<file path="config.mk">
export PLATFORM = sky130hd
export DESIGN_NAME = sha256_block_sequencer
export DESIGN_NICKNAME = d
export VERILOG_FILES = /design/src/rtl/sha256_block_sequencer.sv
export SDC_FILE = /design/constraint.sdc
export NUM_CORES = 1
export LEC_CHECK = 0
export BUFFER_PORTS_ARGS = -buffer_cell sky130_fd_sc_hd__buf_2
export CAP_MARGIN = 20
export CORE_MARGIN = 1
export CORE_UTILIZATION = 25
export DETAILED_ROUTE_END_ITERATION = 10
export PLACE_DENSITY = 0.49
export SYNTH_ARGS = -nofsm -noshare
export SYNTH_HDL_FRONTEND = slang
export SYNTH_SLANG_ARGS = --single-unit
</file>
<file path="constraint.sdc">
create_clock -name clk -period 3.6 [get_ports clk]
set_input_delay 0.36 -clock clk [delete_from_list [all_inputs] [get_ports clk]]
set_output_delay 0.36 -clock clk [all_outputs]
set_load 0.005 [all_outputs]
</file>
<file path="src/rtl/sha256_block_sequencer.sv">
// SHA-256 front end: packs 32-bit message words into 512-bit blocks,
// applies the 0x80 / zero / bit-length padding and feeds the core one block at a time.
module sha256_block_sequencer #(
    parameter int LEN_W = 64
) (
    input  logic         clk,
    input  logic         rst,
    input  logic [31:0]  in_data,
    input  logic [2:0]   in_bytes,
    input  logic         in_last,
    input  logic         in_valid,
    output logic         in_ready,
    output logic [511:0] blk_data,
    output logic         blk_first,
    output logic         blk_last,
    output logic         blk_valid,
    input  logic         blk_ready,
    input  logic         core_done,
    output logic         msg_done,
    output logic         busy
);

    typedef enum logic [1:0] {FILL, PAD, ISSUE, WAIT} state_t;

    state_t             state_q;
    logic [3:0]         idx_q;
    logic [3:0]         mark_q;
    logic [LEN_W-1:0]   len_q;
    logic [LEN_W-1:0]   len_d;
    logic [63:0]        len64;
    logic               first_q;
    logic               need_marker_q;
    logic               need_len_q;
    logic [31:0]        buf_q [16];
    logic [31:0]        mark_word_d;
    logic               blk_valid_q;
    logic               blk_first_q;
    logic               blk_last_q;
    logic               msg_done_q;
    logic               busy_q;

    assign in_ready  = (state_q == FILL) && !rst;
    assign blk_valid = blk_valid_q;
    assign blk_first = blk_first_q;
    assign blk_last  = blk_last_q;
    assign msg_done  = msg_done_q;
    assign busy      = busy_q;

    assign len_d = len_q + LEN_W'({in_bytes, 3'b000});
    assign len64 = 64'(len_q);

    // Final partial word: keep the valid bytes, drop in the 0x80 marker, zero the rest.
    always_comb begin
        mark_word_d = 32'h8000_0000;
        case (in_bytes)
            3'd1:    mark_word_d = {in_data[31:24], 8'h80, 16'h0000};
            3'd2:    mark_word_d = {in_data[31:16], 8'h80, 8'h00};
            3'd3:    mark_word_d = {in_data[31:8], 8'h80};
            default: mark_word_d = 32'h8000_0000;
        endcase
    end

    // Present the buffer as the block, word 0 in the top bits.
    always_comb begin
        blk_data = '0;
        for (int i = 0; i < 16; i++) begin
            blk_data[511-32*i -: 32] = buf_q[i];
        end
    end

    // Main sequencer: fill, pad, issue, wait for the core.
    always_ff @(posedge clk) begin
        if (rst) begin
            state_q       <= FILL;
            idx_q         <= '0;
            mark_q        <= '0;
            len_q         <= '0;
            first_q       <= 1'b1;
            need_marker_q <= 1'b0;
            need_len_q    <= 1'b0;
            blk_valid_q   <= 1'b0;
            blk_first_q   <= 1'b0;
            blk_last_q    <= 1'b0;
            msg_done_q    <= 1'b0;
            busy_q        <= 1'b0;
            for (int i = 0; i < 16; i++) begin
                buf_q[i] <= '0;
            end
        end else begin
            msg_done_q <= 1'b0;
            unique case (state_q)
                FILL: begin
                    if (in_valid) begin
                        busy_q <= 1'b1;
                        len_q  <= len_d;
                        if (in_last && in_bytes < 3'd4) begin
                            buf_q[idx_q] <= mark_word_d;
                            mark_q       <= idx_q;
                            state_q      <= PAD;
                        end else if (in_last && idx_q != 4'd15) begin
                            buf_q[idx_q]        <= in_data;
                            buf_q[idx_q + 4'd1] <= 32'h8000_0000;
                            mark_q              <= idx_q + 4'd1;
                            state_q             <= PAD;
                        end else begin
                            buf_q[idx_q] <= in_data;
                            if (idx_q == 4'd15) begin
                                need_marker_q <= in_last;
                                blk_valid_q   <= 1'b1;
                                blk_first_q   <= first_q;
                                blk_last_q    <= 1'b0;
                                idx_q         <= '0;
                                state_q       <= ISSUE;
                            end else begin
                                idx_q <= idx_q + 4'd1;
                            end
                        end
                    end
                end
                PAD: begin
                    for (int i = 0; i < 16; i++) begin
                        if (4'(i) > mark_q) buf_q[i] <= '0;
                    end
                    if (mark_q <= 4'd13) begin
                        buf_q[14]  <= len64[63:32];
                        buf_q[15]  <= len64[31:0];
                        blk_last_q <= 1'b1;
                    end else begin
                        need_len_q <= 1'b1;
                        blk_last_q <= 1'b0;
                    end
                    blk_valid_q <= 1'b1;
                    blk_first_q <= first_q;
                    idx_q       <= '0;
                    state_q     <= ISSUE;
                end
                ISSUE: begin
                    if (blk_ready) begin
                        blk_valid_q <= 1'b0;
                        first_q     <= 1'b0;
                        state_q     <= WAIT;
                    end
                end
                WAIT: begin
                    if (core_done) begin
                        if (blk_last_q) begin
                            msg_done_q <= 1'b1;
                            busy_q     <= 1'b0;
                            first_q    <= 1'b1;
                            len_q      <= '0;
                            idx_q      <= '0;
                            state_q    <= FILL;
                        end else if (need_marker_q || need_len_q) begin
                            for (int i = 0; i < 16; i++) begin
                                buf_q[i] <= '0;
                            end
                            buf_q[0]      <= need_marker_q ? 32'h8000_0000 : 32'h0;
                            buf_q[14]     <= len64[63:32];
                            buf_q[15]     <= len64[31:0];
                            need_marker_q <= 1'b0;
                            need_len_q    <= 1'b0;
                            blk_valid_q   <= 1'b1;
                            blk_first_q   <= first_q;
                            blk_last_q    <= 1'b1;
                            state_q       <= ISSUE;
                        end else begin
                            state_q <= FILL;
                        end
                    end
                end
                default: state_q <= FILL;
            endcase
        end
    end

endmodule

</file>
==> results.sh, run 1 <==
export IMPL_relSlewSlack_pct=22.48
export IMPL_finClkSkew_ns=0.03448
export IMPL_leakagePower_nw=13.23
export IMPL_clk_latency_ns=0.64
export IMPL_swShare_pct=26.38
export IMPL_synth_seq_area_share_pct=51.81
export IMPL_antenna_left=0
export IMPL_top_layer="met5"
export IMPL_synth_distinct_cells=81
export IMPL_clock_fmax_ghz=0.3475
export IMPL_arrival_ns=3.38
export IMPL_rows=110
export IMPL_chipWidth_um=304.2
export IMPL_grt_max_degree=47
export IMPL_cts_sinks=591
export IMPL_core_um2=90290
export IMPL_critPathMaxStageDelay_ns=0.85
export IMPL_syn_inst=2509
export IMPL_syn_cell_area_um2=22840
export IMPL_gp_congestion=0.8690
export IMPL_vias=22260
export IMPL_cp_end_kind="register"
export IMPL_finalWirelength_um=107400
export IMPL_dieArea_um2=92560
export IMPL_reg2reg_depth=6
export IMPL_drt_iter0_markers=2332
export IMPL_yosysWarnings=0
export IMPL_synth_edf_count=0
export IMPL_synth_area_leader_cell="dfxtp_1"
export IMPL_tns_ns=0
export IMPL_drc=0
export IMPL_drive_gt1_share_pct=28.38
export IMPL_wl_met3_um=7948
export IMPL_post_cts_buffers=0
export IMPL_final_max_slew_violation_count=0
export IMPL_die_height_um=304.2
export IMPL_cts_buffers=71
export IMPL_boundaryPins=559
export IMPL_wire_per_inst_um=25.48
export IMPL_io_buffer_count=558
export IMPL_layout_common_cells="dfxtp_1, buf_2, nor2_1"
export IMPL_pwr_share_seq_pct=43.4
export IMPL_worst_setup_path_start_kind="register"
export IMPL_crit_path_cell_trace="or4b_2, buf_4, o21ai_0, o311ai_4, a222oi_1, nor2_1"
export IMPL_status="finished, final reports clean"
export IMPL_p_comb_share_pct=8.5
export IMPL_critPathTopFamily="compound AO/OA/AOI/OAI gates"
export IMPL_clkPwrFrac_pct=48.1
export IMPL_met2_length_um=47910
export IMPL_via_per_inst=5.282
export IMPL_htree_levels=3
export IMPL_grt_pass1_wl_um=152600
export IMPL_antenna_found_initial=4
export IMPL_tightestPinTransition_ns=1.160
export IMPL_path_clk_slew_ns=0.06
export IMPL_hold_viol=0
export IMPL_path_class="register to register"
export IMPL_cts_root_buf="clkbuf_16"
export IMPL_peakVddDrop_uv=326.5
export IMPL_final_min_clock_period_ns=2.878
export IMPL_dp_cells=4082
export IMPL_clk_path_buf_depth=3
export IMPL_cts_tree="yes"
export IMPL_cp_slowest_cell="or4b_2"
export IMPL_grt_usage_pct=22.25
export IMPL_final_cells=4215
export IMPL_power_switching_mw=4.042
export IMPL_avgSynthCellArea_um2=9.101
export IMPL_syn_num_nets=2559
export IMPL_hpwl_um=73690
export IMPL_start_util_pct=25.29
export IMPL_cp_data_required_time_ns=4.11
export IMPL_gr_total_overflow=0
export IMPL_synth_area_leaders="dfxtp_1, a22oi_1, nor2_1"
export IMPL_ys_seq_elements=591
export IMPL_final_common_cell="dfxtp_1"
export IMPL_crit_buf_inv=1
export IMPL_async_flop_share_pct=0
export IMPL_hold_class="input pin to register"
export IMPL_rsz0062_at_grt="no"
export IMPL_critPathMaxFanout=41
export IMPL_cp_depth=6
export IMPL_hold_path_cell_count=3
export IMPL_p_int_mw=11.28
export IMPL_p_per_area_nw_per_um2=519.8
export IMPL_areaGrowthSynthToFinish_pct=29.09
export IMPL_ys_flop_type="dfxtp_1"
export IMPL_cts_resized_gates=0
export IMPL_cap_violations=0
export IMPL_fin_crit_sh_pct=79.93
export IMPL_grt_pass1_vias=20380
export IMPL_setup_viol=0
export IMPL_rrSetupSlack_ns=0.72
export IMPL_first_pass_iters=6
export IMPL_drt_met1_wl_um=48470
export IMPL_synth_top_area_share_pct=51.81
export IMPL_nets=3030
==> worst reg2reg max path, delay by kind of cell, from the launching register on <==
kind	cells	cell delay (ns)
simple gates	2	0.93
flops	1	0.30
buf+inv	1	0.37
compound gates	3	1.15
==> power groups by stage <==
stage	Clock [mW]	Sequential, mW	Combinational, mW
2_1_floorplan	0	6.79	0.661
3_3_place_gp	0	6.80	1.30
3_5_place_dp	0	6.80	1.30
4_1_cts	7.52	6.66	1.30
5_1_grt	7.78	6.66	1.36
6_report	7.36	6.66	1.30
==> kinds of logic (layout without fill, tap and decap cells) <==
| logic type | count (synthesis) | after routing | share of synthesized area (%) |
|---|---|---|---|
| AO/OA/AOI/OAI | 700 | 700 | 23.20 |
| XOR/XNOR | 5 | 5 | 0.1918 |
| adder cells (fa/ha/maj) | 9 | 9 | 0.5260 |
| buffers and inverters | 303 | 828 | 6.033 |
| flip-flops | 591 | 591 | 51.81 |
| multiplexers | 8 | 8 | 0.3507 |
| other | 0 | 5 | 0 |
| AND/OR/NAND/NOR | 893 | 893 | 17.88 |
==> per-layer routing <==
metal  vias up  track usage, %
li1      10110               -
met1     10990           30.49
met2      1002           34.31
met3       164           5.091
met4         6           7.247
met5         -               0
==> cells in the mapped netlist, drive strengths merged (4+ instances only) <==
cell type    n
a211o        6
a211oi       7
a21o         4
a21oi       45
a221o       13
a222oi      58
a22oi      439
a311oi       7
a31oi       22
a32oi        8
a41oi        4
and2        29
and3        39
and4         9
buf        135
clkbuf     145
dfxtp      591
ha           8
inv         23
mux2i        8
nand2       71
nand2b      11
nand3       44
nand4       38
nor2       560
nor2b        4
nor3        35
nor3b        5
nor4        19
nor4b        4
o211a        5
o211ai       7
o21ai       42
o221ai       5
o22ai        5
or3          7
or4          8
==> area by class of cell <==
class                           count  area, um^2
Inverter                           23       86.33
Tap cell                         1176        1471
Clock inverter                     28       291.5
Sequential cell                   591       11830
Antenna cell                        5       12.51
Fill cell                        9528       60810
Multi-Input combinational cell   1615        9816
Timing Repair Buffer              678        3887
Clock buffer                       99        2083
==> metrics by stage <==
stage	utilization, %	instance area (um^2)	hold slack (ns)	setup slack, ns	power, mW
final	32.65	29480	0.1378	0.7224	15.32
after global routing	32.64	29470	0.1403	0.5413	15.81
after CTS	32.64	29470	0.08639	0.7125	15.48
after detailed placement	30.00	27080	0.4408	0.5596	8.097
after global placement	29.98	27070	0.4338	0.6033	8.095
after floorplan	-	22840	0.4388	1.104	7.453
==> state kept, by name, indices dropped and copies added, names as in the netlist <==
signal / flops
state_q: 2
busy: 1
first_q: 1
msg_done: 1
blk_last: 1
buf_q: 512
len64: 61
mark_q: 4
blk_first: 1
idx_q: 4
need_marker_q: 1
need_len_q: 1
blk_valid: 1
==> repair_timing <==
action	in CTS	in global routing
hold buffers	1	0
endpoints found under the hold margin	1	0
setup endpoints to repair	0	0
==> worst paths after layout <==
kind	endpoint	start
setup / recovery	buf_q[15][23]	state_q[0]
setup reg to reg	buf_q[15][23]	state_q[0]
hold / removal	state_q[0]	in_valid
hold reg to reg	blk_valid	blk_valid
(Power assumes the default switching activity.)
==> run 2: changes to the inputs <==
- clock period: 3.6 -> 2.7 ns (I/O delays scaled with it)
==> run 2 against run 1 <==
  * Cell count rose by 2.0%
  * Flip-flop and latch count did not move
  * Sequential power rose by 33%
  * Non-clock buffer count rose by 94
  * Clock skew fell by 0.0085 ns
  * Clock power rose by 30%
  * Register-to-register slack got worse by 0.57 ns
  * Setup slack got worse by 0.57 ns
  * Maximum frequency rose by 13%
  * Largest cell class unchanged
==> results.sh, run 2 (same netlist as run 1, synthesis figures left out) <==
export IMPL_grt_usage_pct=22.25
export IMPL_final_common_cell="dfxtp_1"
export IMPL_cts_buffers=70
export IMPL_hold_viol=0
export IMPL_setup_viol=0
export IMPL_antenna_left=0
export IMPL_areaGrowthSynthToFinish_pct=33.83
export IMPL_cp_data_required_time_ns=3.27
export IMPL_drt_iter0_markers=2568
export IMPL_core_um2=90290
export IMPL_layout_common_cells="dfxtp_1, buf_2, nor2_1"
export IMPL_finalWirelength_um=107200
export IMPL_wire_per_inst_um=24.92
export IMPL_drt_met1_wl_um=47350
export IMPL_rrSetupSlack_ns=0.15
export IMPL_leakagePower_nw=13.79
export IMPL_reg2reg_depth=7
export IMPL_final_max_slew_violation_count=0
export IMPL_cts_sinks=591
export IMPL_die_height_um=304.2
export IMPL_worst_setup_path_start_kind="register"
export IMPL_top_register="buf_q"
export IMPL_r2r_start="idx_q[1]"
export IMPL_top_layer="met5"
export IMPL_placed_cell_area_um2=28170
export IMPL_io_buffer_count=558
export IMPL_finClkSkew_ns=0.02601
export IMPL_htree_levels=3
export IMPL_path_class="register to register"
export IMPL_vias=22490
export IMPL_final_area_um2=30560
export IMPL_via_per_inst=5.230
export IMPL_nets=3123
export IMPL_cap_violations=0
export IMPL_arrival_ns=3.11
export IMPL_final_min_clock_period_ns=2.545
export IMPL_tightestPinTransition_ns=1.116
export IMPL_largest_reg_flops=512
export IMPL_worstHoldEndpoint="mark_q[2]"
export IMPL_cts_tree="yes"
export IMPL_r2r_end="buf_q[11][29]"
export IMPL_hp_start="in_last"
export IMPL_grt_pass1_wl_um=152800
export IMPL_start_util_pct=25.29
export IMPL_relSlewSlack_pct=25.41
export IMPL_clk_latency_ns=0.65
export IMPL_fin_crit_sh_pct=94.28
export IMPL_peakVddDrop_uv=405.2
export IMPL_drc=0
export IMPL_hold_class="input pin to register"
export IMPL_drive_gt1_share_pct=30.20
export IMPL_p_per_area_nw_per_um2=665.9
export IMPL_fin_util_pct=33.85
export IMPL_met2_length_um=48380
export IMPL_grt_pass1_vias=20680
export IMPL_hold_path_cell_count=3
export IMPL_status="finished, final reports clean"
export IMPL_boundaryPins=559
export IMPL_antenna_found_initial=5
export IMPL_hpwl_um=75750
export IMPL_rows=110
export IMPL_chipWidth_um=304.2
export IMPL_critPathMaxFanout=11
export IMPL_wl_met3_um=8242
export IMPL_first_pass_iters=7
export IMPL_rsz0062_at_grt="no"
export IMPL_cp_end_kind="register"
export IMPL_dieArea_um2=92560
export IMPL_grt_max_degree=41
export IMPL_gr_total_overflow=0
export IMPL_clock_fmax_ghz=0.3929
export IMPL_path_clk_slew_ns=0.06
export IMPL_cts_root_buf="clkbuf_16"
export IMPL_clk_path_buf_depth=3
export IMPL_gp_congestion=0.8925
==> run 2: worst max path at each step <==
stage / startpoint / end / slack, ns / cells after the start
floorplan: len64[3] / len64[53] / 0.22 / 8
global placement: in_bytes[0] / len64[53] / -0.05 / 10
detailed placement: in_bytes[0] / len64[53] / -0.08 / 10
CTS: len64[3] / len64[53] / 0.02 / 9
global route: idx_q[1] / buf_q[11][25] / 0.005 / 7
finish: idx_q[1] / buf_q[11][29] / 0.15 / 7
==> run 2: per-stage QoR <==
step	total power [mW]	setup TNS, ns	setup slack, ns	hold WS, ns	cells
floorplan	9.937	0	0.2248	0.4170	2509
global placement	10.95	-0.06678	-0.05417	0.4354	4169
detailed placement	10.96	-0.1357	-0.07843	0.4458	4171
CTS	20.53	0	0.02457	0.04175	4297
global route	21.00	0	0.004692	0.08519	4299
finish	20.35	0	0.1546	0.09971	4300
==> run 2: final cells by class <==
cell class | count | area, um^2
Sequential cell | 591 | 11830
Antenna cell | 1 | 2.502
Timing Repair Buffer | 772 | 5026
Tap cell | 1176 | 1471
Multi-Input combinational cell | 1615 | 9864
Clock buffer | 102 | 2012
Fill cell | 9347 | 59730
Inverter | 23 | 86.33
Clock inverter | 20 | 266.5
==> run 2: timing repair <==
action                                  4_1_cts  5_1_grt
gates resized for setup                       2        7
pin swaps                                     0        2
endpoints found under the setup margin        3       10
buffers inserted                              1        0
hold buffers                                  3        0
hold endpoints to repair                      4        0
==> run 2: where the power goes <==
group | switching (mW) | total, mW | internal, mW | leakage (nW)
clock | 3.96 | 9.55 | 5.58 | 1.12
sequential | 0.0742 | 8.88 | 8.81 | 4.76
combinational | 1.32 | 1.92 | 0.604 | 7.91
==> run 2: worst max-delay path, stage by stage (launching register included) <==
cell	delay, ns
dfxtp_1	0.31
buf_4	0.16
ha_1	0.32
and3_1	0.24
nor3_2	0.84
buf_4	0.37
a22oi_1	0.09
nor2_1	0.12
==> run 2: layer usage <==
layer | up-vias | track usage (%)
li1 | 10290 | -
met1 | 11060 | 29.96
met2 | 969 | 34.83
met3 | 161 | 5.209
met4 | 4 | 7.376
met5 | - | 0
==> run 3: changes to the inputs <==
- PLACE_DENSITY: 0.49 -> not set
- PLACE_DENSITY_LB_ADDON: not set -> 0.12
==> run 3 against run 2 <==
  * The run now ends with design-rule violations left
  * Wire length up 3.6%
  * Clock power grew 2%
  * Cell count decreased by 0.33%
  * Final area fell by 0.39%
  * Register-to-register slack worse by 0.03 ns
  * Worst hold slack better by 0.0035 ns
  * Utilization shrank 0.13 points
  * Global-route usage rose by 0.81 points
  * Sequential power hardly changed
  * Critical path depth is 3 higher
  * First-iteration DRC count down 2.6%
  * Largest cell class unchanged
==> results.sh, run 3 (same netlist as run 1, synthesis figures left out) <==
export IMPL_status="finished, violations left"
export IMPL_violations="design-rule violations"
export IMPL_critPathMaxStageDelay_ns=0.38
export IMPL_final_max_slew_violation_count=0
export IMPL_r2r_start="len64[3]"
export IMPL_finalWirelength_um=111000
export IMPL_core_um2=90290
export IMPL_rows=110
export IMPL_cp_slowest_cell="fa_1"
export IMPL_clock_fmax_ghz=0.3887
export IMPL_setup_viol=0
export IMPL_htree_levels=3
export IMPL_cap_violations=0
export IMPL_top_layer="met5"
export IMPL_largest_reg_flops=512
export IMPL_areaGrowthSynthToFinish_pct=33.31
export IMPL_vias=22580
export IMPL_layout_common_cells="dfxtp_1, buf_2, nor2_1"
export IMPL_path_class="register to register"
export IMPL_drt_met1_wl_um=46570
export IMPL_worst_setup_path_start_kind="register"
export IMPL_cp_data_required_time_ns=3.22
export IMPL_clk_latency_ns=0.64
export IMPL_finClkSkew_ns=0.03013
export IMPL_first_pass_iters=11
export IMPL_final_area_um2=30440
export IMPL_grt_max_degree=41
export IMPL_via_per_inst=5.269
export IMPL_met2_length_um=52220
export IMPL_peakVddDrop_uv=393.9
export IMPL_crit_buf_inv=3
export IMPL_hold_viol=0
export IMPL_finalPower_mw=20.49
export IMPL_hpwl_um=78830
export IMPL_critPathMaxFanout=6
export IMPL_cts_sinks=591
export IMPL_fin_util_pct=33.72
export IMPL_antenna_found_initial=4
export IMPL_final_min_clock_period_ns=2.572
export IMPL_drt_iter0_markers=2502
export IMPL_p_per_area_nw_per_um2=673.2
export IMPL_critPathTopFamily="compound AO/OA/AOI/OAI gates"
export IMPL_top_register="buf_q"
export IMPL_clk_path_buf_depth=3
export IMPL_path_clk_slew_ns=0.06
export IMPL_relSlewSlack_pct=26.20
export IMPL_timing_critical_path_from="len64[3]"
export IMPL_drive_gt1_share_pct=29.87
export IMPL_hp_start="core_done"
export IMPL_grt_usage_pct=23.06
export IMPL_hold_class="input pin to register"
export IMPL_io_buffer_count=558
export IMPL_gp_congestion=0.8743
export IMPL_drc=1
export IMPL_die_height_um=304.2
export IMPL_antennaDiodeCount=0
export IMPL_crit_path_frequent_cell="buf_4"
export IMPL_final_common_cell="dfxtp_1"
export IMPL_boundaryPins=559
export IMPL_rsz0062_at_grt="no"
export IMPL_wl_met3_um=8031
export IMPL_fillerInstances=9403
export IMPL_multiInputGateArea_um2=9849
export IMPL_grt_pass1_wl_um=157500
export IMPL_crit_path_cell_trace="ha_1, inv_1, fa_1, nand2b_1, a2111oi_2, buf_4, nand4_1, buf_4, o211a_1, a211o_1"
export IMPL_tightestPinTransition_ns=1.104
export IMPL_tns_ns=0
export IMPL_nets=3109
export IMPL_dieArea_um2=92560
export IMPL_ff_latch_area_um2=11830
export IMPL_start_util_pct=25.29
export IMPL_cts_buffers=73
export IMPL_wire_per_inst_um=25.90
export IMPL_grt_pass1_vias=21390
export IMPL_fin_crit_sh_pct=95.27
export IMPL_antenna_left=0
export IMPL_leakagePower_nw=13.70
export IMPL_placed_cell_area_um2=28050
export IMPL_cts_root_buf="clkbuf_16"
export IMPL_cp_end_kind="register"
export IMPL_chipWidth_um=304.2
export IMPL_gr_total_overflow=0
export IMPL_arrival_ns=3.09
export IMPL_cts_tree="yes"
==> run 3: changes by cell type in the layout (fill, tap and decap cells not counted), sizes merged <==
cell	change
clkbuf	+4
diode	-1
clkinv	-1
buf	-17
bufinv	-1
inv	+1
clkinvlp	+1
==> run 3: layout make-up <==
class,count,share of cell area (%)
sequential,591,38.87
multi-input combinational,1615,32.36
timing repair buffer,755,15.96
clock buffer,106,6.938
tap,1176,4.834
clock inverter,20,0.7645
inverter,23,0.2836
==> run 3: path summary, 6_finish.rpt <==
check                to  slack (ns)  cells after the start
max           len64[53]        0.13                     10
min          state_q[1]        0.10                      4
max reg2reg   len64[53]        0.13                     10
min reg2reg   blk_valid        0.44                      2
==> run 3: power by group <==
group	switching, mW	internal (mW)	leakage, nW
Clock	3.99	5.73	1.15
Combinational	1.32	0.574	7.79
Sequential	0.0723	8.81	4.76
Total	5.38	15.1	13.7
==> run 3: tightest hold or removal path, stage by stage <==
cell and delay (ns):
buf_2 0.19, mux2i_1 0.10, nand2_1 0.06, a21oi_1 0.06
==> run 3: stage by stage <==
step	worst slack [ns]	std cells	hold slack, ns
2_1_floorplan	0.2248	2509	0.4170
3_3_place_gp	-0.03802	4156	0.4341
3_5_place_dp	0.05110	4157	0.4384
4_1_cts	0.04938	4286	0.03819
5_1_grt	0.001314	4286	0.07857
6_report	0.1276	4286	0.1032
==> run 3: layer usage <==
metal  up-vias  global-route usage, %
met5         -                      0
met2       982                  38.32
li1      10270                      -
met1     11130                  28.81
met3       202                  5.411
met4         4                  8.821
==> run 3: what timing repair did <==
item	CTS	global route
gates resized for setup	0	5
endpoints found under the setup margin	0	26
setup buffers	0	0
hold endpoints to repair	4	0
hold buffers	3	0
